[config.mk]
export PLATFORM = sky130hd
export DESIGN_NAME = uart_rx_fifo
export DESIGN_NICKNAME = d
export VERILOG_FILES = /design/src/rtl/uart_pkg.sv /design/src/rtl/uart_sync_fifo.sv /design/src/rtl/uart_rx_fifo.sv
export SDC_FILE = /design/constraint.sdc
export NUM_CORES = 1
export LEC_CHECK = 0
export CAP_MARGIN = 10
export CORE_ASPECT_RATIO = 0.75
export CORE_MARGIN = 1
export CORE_UTILIZATION = 54
export CTS_BUF_LIST = sky130_fd_sc_hd__clkbuf_4 sky130_fd_sc_hd__clkbuf_8 sky130_fd_sc_hd__clkbuf_16
export CTS_CLUSTER_DIAMETER = 200
export CTS_CLUSTER_SIZE = 40
export DETAILED_ROUTE_END_ITERATION = 7
export PLACE_DENSITY = 0.86
export SETUP_SLACK_MARGIN = 0.15
export SYNTH_ARGS = -nofsm -noshare
export SYNTH_HDL_FRONTEND = slang
export SYNTH_SLANG_ARGS = --single-unit
[constraint.sdc]
create_clock -name clk_50m -period 2.7 [get_ports clk_50m]
set_clock_uncertainty 0.05 [all_clocks]
set_input_delay 0.675 -clock clk_50m [delete_from_list [all_inputs] [get_ports clk_50m]]
set_output_delay 0.675 -clock clk_50m [all_outputs]
set_load 0.005 [all_outputs]
[src/rtl/uart_pkg.sv]
// uart_pkg: shared definitions for the UART receive FIFO slice.
//   DATA_W_DEFAULT : default byte width of the receiver data path.
//   cap_state_e    : capture FSM states (IDLE, CLEAR, WAIT_LOW).
package uart_pkg;

    localparam int unsigned DATA_W_DEFAULT = 8;

    typedef enum logic [1:0] {
        StIdle    = 2'd0,
        StClear   = 2'd1,
        StWaitLow = 2'd2
    } cap_state_e;

endpackage

[src/rtl/uart_sync_fifo.sv]
// uart_sync_fifo: single-clock show-ahead FIFO with occupancy count.
// Ports:
//   clk_i      : clock, rising edge
//   rst_i      : synchronous active-high reset (pointers and count only)
//   push_i     : push request, wdata_i written when accepted
//   wdata_i    : data to push
//   pop_i      : pop request, ignored while empty
//   rdata_o    : head entry, valid while empty_o = 0
//   empty_o    : no entries stored
//   full_o     : DEPTH entries stored
//   count_o    : current occupancy, 0..DEPTH
//   push_acc_o : push accepted this cycle
module uart_sync_fifo #(
    parameter int unsigned DEPTH  = 16,
    parameter int unsigned DATA_W = 8
) (
    input  logic                       clk_i,
    input  logic                       rst_i,
    input  logic                       push_i,
    input  logic [DATA_W-1:0]          wdata_i,
    input  logic                       pop_i,
    output logic [DATA_W-1:0]          rdata_o,
    output logic                       empty_o,
    output logic                       full_o,
    output logic [$clog2(DEPTH):0]     count_o,
    output logic                       push_acc_o
);

    localparam int unsigned AW = $clog2(DEPTH);
    localparam int unsigned CW = AW + 1;

    logic [DATA_W-1:0] mem_q [DEPTH];
    logic [AW-1:0]     wr_ptr_q, rd_ptr_q;
    logic [CW-1:0]     count_q, count_d;
    logic              pop_acc, push_acc;

    assign empty_o    = (count_q == '0);
    assign full_o     = (count_q == CW'(DEPTH));
    assign pop_acc    = pop_i && !empty_o;
    // A full FIFO can still take a push when a pop frees the head slot in the same cycle.
    assign push_acc   = push_i && (!full_o || pop_acc);
    assign push_acc_o = push_acc;
    assign count_o    = count_q;
    assign rdata_o    = mem_q[rd_ptr_q];

    always_comb begin
        count_d = count_q;
        unique case ({push_acc, pop_acc})
            2'b10:   count_d = count_q + CW'(1);
            2'b01:   count_d = count_q - CW'(1);
            default: count_d = count_q;
        endcase
    end

    // DEPTH is a power of two, so pointers wrap naturally.
    always_ff @(posedge clk_i) begin
        if (rst_i) begin
            wr_ptr_q <= '0;
            rd_ptr_q <= '0;
            count_q  <= '0;
        end else begin
            if (push_acc) wr_ptr_q <= wr_ptr_q + AW'(1);
            if (pop_acc)  rd_ptr_q <= rd_ptr_q + AW'(1);
            count_q <= count_d;
        end
    end

    // Storage carries no reset; empty_o qualifies the head value.
    always_ff @(posedge clk_i) begin
        if (push_acc) mem_q[wr_ptr_q] <= wdata_i;
    end

endmodule

[src/rtl/uart_rx_fifo.sv]
// uart_rx_fifo: captures bytes from a UART receiver's ready/ready_clr handshake into a FIFO.
// Ports:
//   clk_50m      : clock, rising edge
//   rst          : synchronous active-high reset
//   rx_ready     : receiver byte-ready level, held until cleared
//   rx_data      : receiver byte, valid while rx_ready = 1
//   rx_ready_clr : one-cycle pulse back to the receiver
//   rd_en        : consumer pop request
//   rd_data      : head entry (show-ahead), valid while empty = 0
//   empty, full  : FIFO status
//   count        : FIFO occupancy
//   overflow     : sticky, a received byte was dropped
//   ovf_clr      : clears overflow (and ovf_cnt)
//   ovf_cnt      : saturating dropped-byte counter, present only when
//                  UART_RX_FIFO_OVF_CNT_EN is defined
module uart_rx_fifo
    import uart_pkg::*;
#(
    parameter int unsigned DEPTH  = 16,
    parameter int unsigned DATA_W = DATA_W_DEFAULT
) (
    input  logic                   clk_50m,
    input  logic                   rst,
    input  logic                   rx_ready,
    input  logic [DATA_W-1:0]      rx_data,
    output logic                   rx_ready_clr,
    input  logic                   rd_en,
    output logic [DATA_W-1:0]      rd_data,
    output logic                   empty,
    output logic                   full,
    output logic [$clog2(DEPTH):0] count,
    output logic                   overflow,
    input  logic                   ovf_clr
`ifdef UART_RX_FIFO_OVF_CNT_EN
    ,
    output logic [7:0]             ovf_cnt
`endif
);

    cap_state_e state_q;
    logic       rx_ready_clr_q;
    logic       overflow_q;
    logic       push, push_acc, drop;

    // A byte is taken only on entry to the handshake, so a stuck rx_ready yields one push.
    assign push = (state_q == StIdle) && rx_ready;
    assign drop = push && !push_acc;

    uart_sync_fifo #(
        .DEPTH  (DEPTH),
        .DATA_W (DATA_W)
    ) u_fifo (
        .clk_i      (clk_50m),
        .rst_i      (rst),
        .push_i     (push),
        .wdata_i    (rx_data),
        .pop_i      (rd_en),
        .rdata_o    (rd_data),
        .empty_o    (empty),
        .full_o     (full),
        .count_o    (count),
        .push_acc_o (push_acc)
    );

    always_ff @(posedge clk_50m) begin
        if (rst) begin
            state_q        <= StIdle;
            rx_ready_clr_q <= 1'b0;
        end else begin
            unique case (state_q)
                StIdle: begin
                    if (rx_ready) begin
                        state_q        <= StClear;
                        rx_ready_clr_q <= 1'b1;
                    end
                end
                StClear: begin
                    state_q        <= StWaitLow;
                    rx_ready_clr_q <= 1'b0;
                end
                StWaitLow: begin
                    if (!rx_ready) state_q <= StIdle;
                end
                default: begin
                    state_q        <= StIdle;
                    rx_ready_clr_q <= 1'b0;
                end
            endcase
        end
    end

    // A new drop outranks a same-cycle clear.
    always_ff @(posedge clk_50m) begin
        if (rst) begin
            overflow_q <= 1'b0;
        end else if (drop) begin
            overflow_q <= 1'b1;
        end else if (ovf_clr) begin
            overflow_q <= 1'b0;
        end
    end

    assign rx_ready_clr = rx_ready_clr_q;
    assign overflow     = overflow_q;

`ifdef UART_RX_FIFO_OVF_CNT_EN
    logic [7:0] ovf_cnt_q;

    // Clear-then-increment when both happen, giving 1.
    always_ff @(posedge clk_50m) begin
        if (rst) begin
            ovf_cnt_q <= '0;
        end else if (drop) begin
            if (ovf_clr)                ovf_cnt_q <= 8'd1;
            else if (ovf_cnt_q != 8'hFF) ovf_cnt_q <= ovf_cnt_q + 8'd1;
        end else if (ovf_clr) begin
            ovf_cnt_q <= '0;
        end
    end

    assign ovf_cnt = ovf_cnt_q;
`endif

endmodule

# --- After elaboration in Yosys (flattened, before gate mapping) ---
# Memory sizes are Yosys's and may differ from the RTL's. A register that Yosys moved wholly into a read port is not among the register bits.
# Cells that the tools add are included.
word_totals:
  reg_bits: 17
  ram_bits: 128
  out_inout_bits: 17
  elab_cells: 45
  memories: 1
classes:
  add_sub_neg: 4
  n_eq_ne: 7
  muxes: 12
  bitwise_logic: 1
  reduce_logical: 14
mem_list:
  columns: ["name", "words", "word_bits", "rd", "rd_clocked_by_memory_dff", "wr", "line", "source"]
  rows:
  - ["u_fifo.mem_q", 16, 8, 1, 1, 1, "uart_sync_fifo.sv:32", "logic [DATA_W-1:0] mem_q [DEPTH];"]
op_table:
  columns: ["cell", "count"]
  rows:
  - ["5-bit one-hot mux with 2 select lines", 1]
  - ["4-bit by 1-bit adder with 4-bit output, second input constant", 2]
  - ["4-bit two-way mux", 2]
  - ["2-bit one-hot mux with 3 select lines", 1]
  - ["5-bit by 1-bit adder with 5-bit output, second input constant", 1]
  - ["5-bit equality test, second input constant", 1]
  - ["5-bit logical NOT", 1]
  - ["1-bit two-way mux", 5]
  - ["5-bit by 1-bit subtractor with 5-bit output, second input constant", 1]
  - ["2-bit by 1-bit equality test with 1-bit output, second input constant", 2]
  - ["2-bit equality test, second input constant", 2]
  - ["1-bit logical AND", 4]
  - ["2-bit two-way mux", 2]
  - ["2-bit != test, second input constant", 2]
  - ["2-bit AND reduction", 2]
  - ["2-bit nonzero test", 2]
  - ["1-bit logical NOT", 3]
  - ["2-bit logical NOT", 1]
  - ["1-bit one-hot mux with 2 select lines", 1]
  - ["1-bit logical OR", 1]
  - ["1-bit NOT", 1]

# --- Logic depth before layout (Yosys ltp) ---
logic_depth:
  word_depth: 8
  mapped_depth: 9
  mapped_depth_nobuf: 8

# --- By module ---
# From an unflattened synthesis, not the netlist that was laid out.
hier_totals:
  hier_cells: 331
  area_unflattened_um2: 5936.9
by_module_without_submodules:
  columns: ["mod", "instances", "cells_per_inst", "area_each_um2", "seq_area_each_um2"]
  rows:
  - ["uart_sync_fifo", 1, 317, 5786.8, 4184.0]
  - ["uart_rx_fifo", 1, 14, 150.1, 80.1]

# --- Worst setup path before layout ---
# OpenSTA, ideal clock, no wires.
synth_path:
  path_type: "input-to-reg"
  from: "in rx_ready"
  to: "reg u_fifo.count_q[4] (netlist: u_fifo.count_o[4])"
  setup_time_ns: 0.132
  arrival_time_ns: 2.571
  t_required_ns: 2.518
  path_slack_ns: -0.053
  cell_stages: 9
  path_cell_list: "or3b_1 > clkbuf_1 > o211ai_4 > inv_2 > fa_1 > and3_1 > or3_1 > o211ai_1 > a31oi_1"
synth_between:
  elab_chain_cells: 4
  word_cells_on_any_way: 6
synth_rtl:
  columns: ["item", "line", "source"]
  rows:
  - ["start: declaration", "uart_rx_fifo.sv:24", "input logic rx_ready,"]
  - ["1-bit logical AND (*)", "uart_rx_fifo.sv:46", "assign push = (state_q == StIdle) && rx_ready;"]
  - ["1-bit logical AND (*)", "uart_sync_fifo.sv:41", "assign push_acc = push_i && (!full_o || pop_acc);"]
  - ["2-bit by 1-bit equality test with 1-bit output or 2-bit equality test (tied branches)", "uart_sync_fifo.sv:48", "unique case ({push_acc, pop_acc})"]
  - ["5-bit one-hot mux with 2 select lines or 2-bit nonzero test (tied branches)", null, null]
  - ["end signal: assignment", "uart_sync_fifo.sv:64", "count_q <= count_d;"]
  - ["end: declaration", "uart_sync_fifo.sv:34", "logic [CW-1:0] count_q, count_d;"]
# Every way passes the cells marked *; elsewhere a longest branch is shown, timed or not.
# A chain may end at the register's enable or synchronous reset.

==> results <==
[sequential cells by signal, indices dropped and copies added (netlist names), named ones only]
register         cells
u_fifo.wr_ptr_q      4
u_fifo.mem_q       128
rx_ready_clr         1
state_q              2
u_fifo.rd_ptr_q      4
u_fifo.count_o       5
overflow             1
[stage by stage]
| step | TNS, ps | hold slack [ps] |
|---|---|---|
| floorplan | 0 | 416 |
| global placement | -13460 | 411 |
| detailed placement | -17600 | 419 |
| CTS | -2590 | 428 |
| global route | -2910 | 496 |
| finish | -2500 | 479 |
[routing by layer]
layer / vias up / share of wire, %
li1: 1496 / -
met1: 1810 / 38
met2: 251 / 51
met3: 51 / 8.5
met4: 0 / 3.1
met5: - / 0
[layout make-up]
class	instances	area share [%]
clock buffer	21	6.14
clock inverter	11	0.942
inverter	7	0.374
multi-input combinational	141	21.5
sequential	149	55.4
tap	136	2.21
timing repair buffer	111	13.4
[cell families after synthesis]
family | count (synthesis) | synth area share [%]
AO/OA/AOI/OAI | 24 | 3.48
XOR/XNOR | 7 | 1.03
adder cells (fa/ha/maj) | 9 | 2.01
buffers and inverters | 24 | 1.61
flip-flops | 149 | 71.4
multiplexers | 44 | 15.8
AND/OR/NAND/NOR | 57 | 4.65
[power by group]
| group | switching (uW) | internal, uW |
|---|---|---|
| clock network | 972 | 1260 |
| logic | 857 | 1120 |
| registers | 96.0 | 2600 |
[synth_stat cells, types with 2 or more instances]
| cell | number |
|---|---|
| nand3_1 | 5 |
| inv_1 | 6 |
| nand2b_1 | 3 |
| a21oi_1 | 4 |
| o21ai_1 | 3 |
| dfxtp_1 | 21 |
| a31oi_1 | 2 |
| buf_2 | 5 |
| o211ai_1 | 4 |
| mux2i_1 | 3 |
| xnor2_1 | 3 |
| ha_1 | 8 |
| xor2_1 | 4 |
| nor2_1 | 25 |
| nor3_1 | 8 |
| edfxtp_1 | 128 |
| clkbuf_1 | 10 |
| nand2_1 | 7 |
| buf_1 | 2 |
| mux4_2 | 40 |
[path summary, 6_finish.rpt]
path | startpoint | end | slack, ps | depth (start not counted)
worst max register to register | u_fifo.count_o[3] | u_fifo.count_o[4] | 90 | 8
worst min register to register | rx_ready_clr | rx_ready_clr | 480 | 2
worst max-delay path | flop | rd_data[3] | -340 | 5
worst min-delay path | rx_ready_clr | rx_ready_clr | 480 | 2
[worst min-delay path: stages, from the launching register on]
cell and delay (ps):
dfxtp_1 320, nand2b_1 80, a21oi_1 80
[what timing repair did]
action | CTS | global route
pin swaps | 7 | 8
setup buffers | 26 | 7
gates resized for setup | 56 | 17
cloned | 1 | 0
setup endpoints to repair | 20 | 11
==> metrics.csv <==
stage,metric,value,unit
sta,finalHoldViolCount,0,
synth,synth_top_area_cell,edfxtp_1,
worst_setup_path,crit_type,reg -> out,
sta,slew_viol_final,0,
synth,synth_top_flop_cell,edfxtp_1,
detailed_routing,antenna_left,0,
flow_run,max_cap_viol_count,0,
detailed_routing,viasPerCell,6.26,
worst_setup_path,crit_required,1980,ps
worst_setup_path,crit_path_end_kind,primary output,
sta,setup_viol,8,
placed_design,place.gp.congestion,0.814,
grt,use_met1,35.6,%
sta,fin_crit,3040,ps
run_status,status,"complete, but fails checks",
synth,ys_warn_count,0,
synth,syn-mean-instance-area,19.0,um^2
cells_and_area,final_cell_mix,"128 x edfxtp_1, 54 x buf_4, 40 x mux4_2",
grt,grt_pass1_vias,3653,
floorplan,core_area,0.0105,mm^2
synth,syn-cell-area,0.00597,mm^2
placed_design,dpl.hpwl,8270,um
grt,grt_pass1_wl,21800,um
detailed_routing,drt_iter0_drc,459,
sta,rsz0062_at_grt,true,
worst_setup_path,slowest_stage,mux4_2,
worst_setup_path,max_stage_delay,560,ps
cts,cts_tree,yes,
cells_and_area,fillCellCount,560,
grt,busiest_layer,met2,
cells_and_area,diodes,0,
grt,antenna_found_initial,0,
worst_setup_path,cp.buffers_inverters,3,
worst_setup_path,path_cells,buf_4 -> buf_6 -> mux4_2 -> mux4_2 -> buf_6,
cts,clkLatencyLatePin,430,ps
pwr,powerDensity,896,mW/mm^2
floorplan,die_area,0.0115,mm^2
cts,clkSinkCount,149,
synth,ys_seq_area_share,71.4,%
sta,fin_ws,-344,ps
synth,synth_cell_types,43,
synth,synth_top_cell_area_share,64.4,%
floorplan,start_util,56.7,%
grt,grt_usage,28.0,%
synth,yosys-top-cells-area,"edfxtp_1 64%, mux4_2 15%, dfxtp_1 7.0%",
cells_and_area,ff_latch_area,0.00427,mm^2
cells_and_area,multi_input_area,0.00165,mm^2
detailed_routing,wl,15400,um
floorplan,rows,32,
worst_hold_path,min_path_type,reg -> reg,
sta,fmax,328,MHz
run_status,violations,negative setup slack,
synth,synthArstFlopShare,0,%
synth,netlist_instances,314,
synth,ys_seq_elements,149,
synth,synth-edff-count,128,
sta,slew_headroom,51.9,%
grt,grt_max_degree,19,
cells_and_area,area_growth,29.1,%
grt,use_met3,7.50,%
pwr,p_leak,0.00270,uW
cts,root_buffer,clkbuf_16,
floorplan,die-height,93.1,um
placed_design,numPortBuffers,29,
synth,syn_nets,336,
pwr,vdd_drop_max,0.000510,V
cells_and_area,final_common_cell,edfxtp_1,
cts,cts_buffer_depth,2,
cells_and_area,stdcell_area,0.00770,mm^2
cells_and_area,final_core_util,73.2,%
cts,hold_buffers,0,
floorplan,chipWidth,123,um
sta,worst_slew_pin_slew,720,ps
detailed_routing,num_vias,3608,
detailed_routing,wire_per_inst,26.7,um
worst_setup_path,crit_family,multiplexers,
cts,htreeDepth,4,
placed_design,placed_cells,510,
cells_and_area,drive_gt1_share,40.9,%
grt,use_met2,45.5,%
placed_design,dpl_worst_slack,-414,ps
grt,overflow,0,
worst_setup_path,crit_arrival,2320,ps
pwr,power.total,6900,uW
cts,cts_buffers,17,
detailed_routing,detail_route.first_pass.iterations,6,
detailed_routing,drc_errors,0,
sta,fin_crit_sh,113,%
floorplan,ioPinCount,30,
cells_and_area,final_cells,576,
cells_and_area,nets,449,
placed_design,place_area,0.00677,mm^2
worst_setup_path,start_kind,flop,
worst_setup_path,cp_max_fo,5,
cts,clk_pin_slew,60,ps
(Power assumes the default switching activity.)
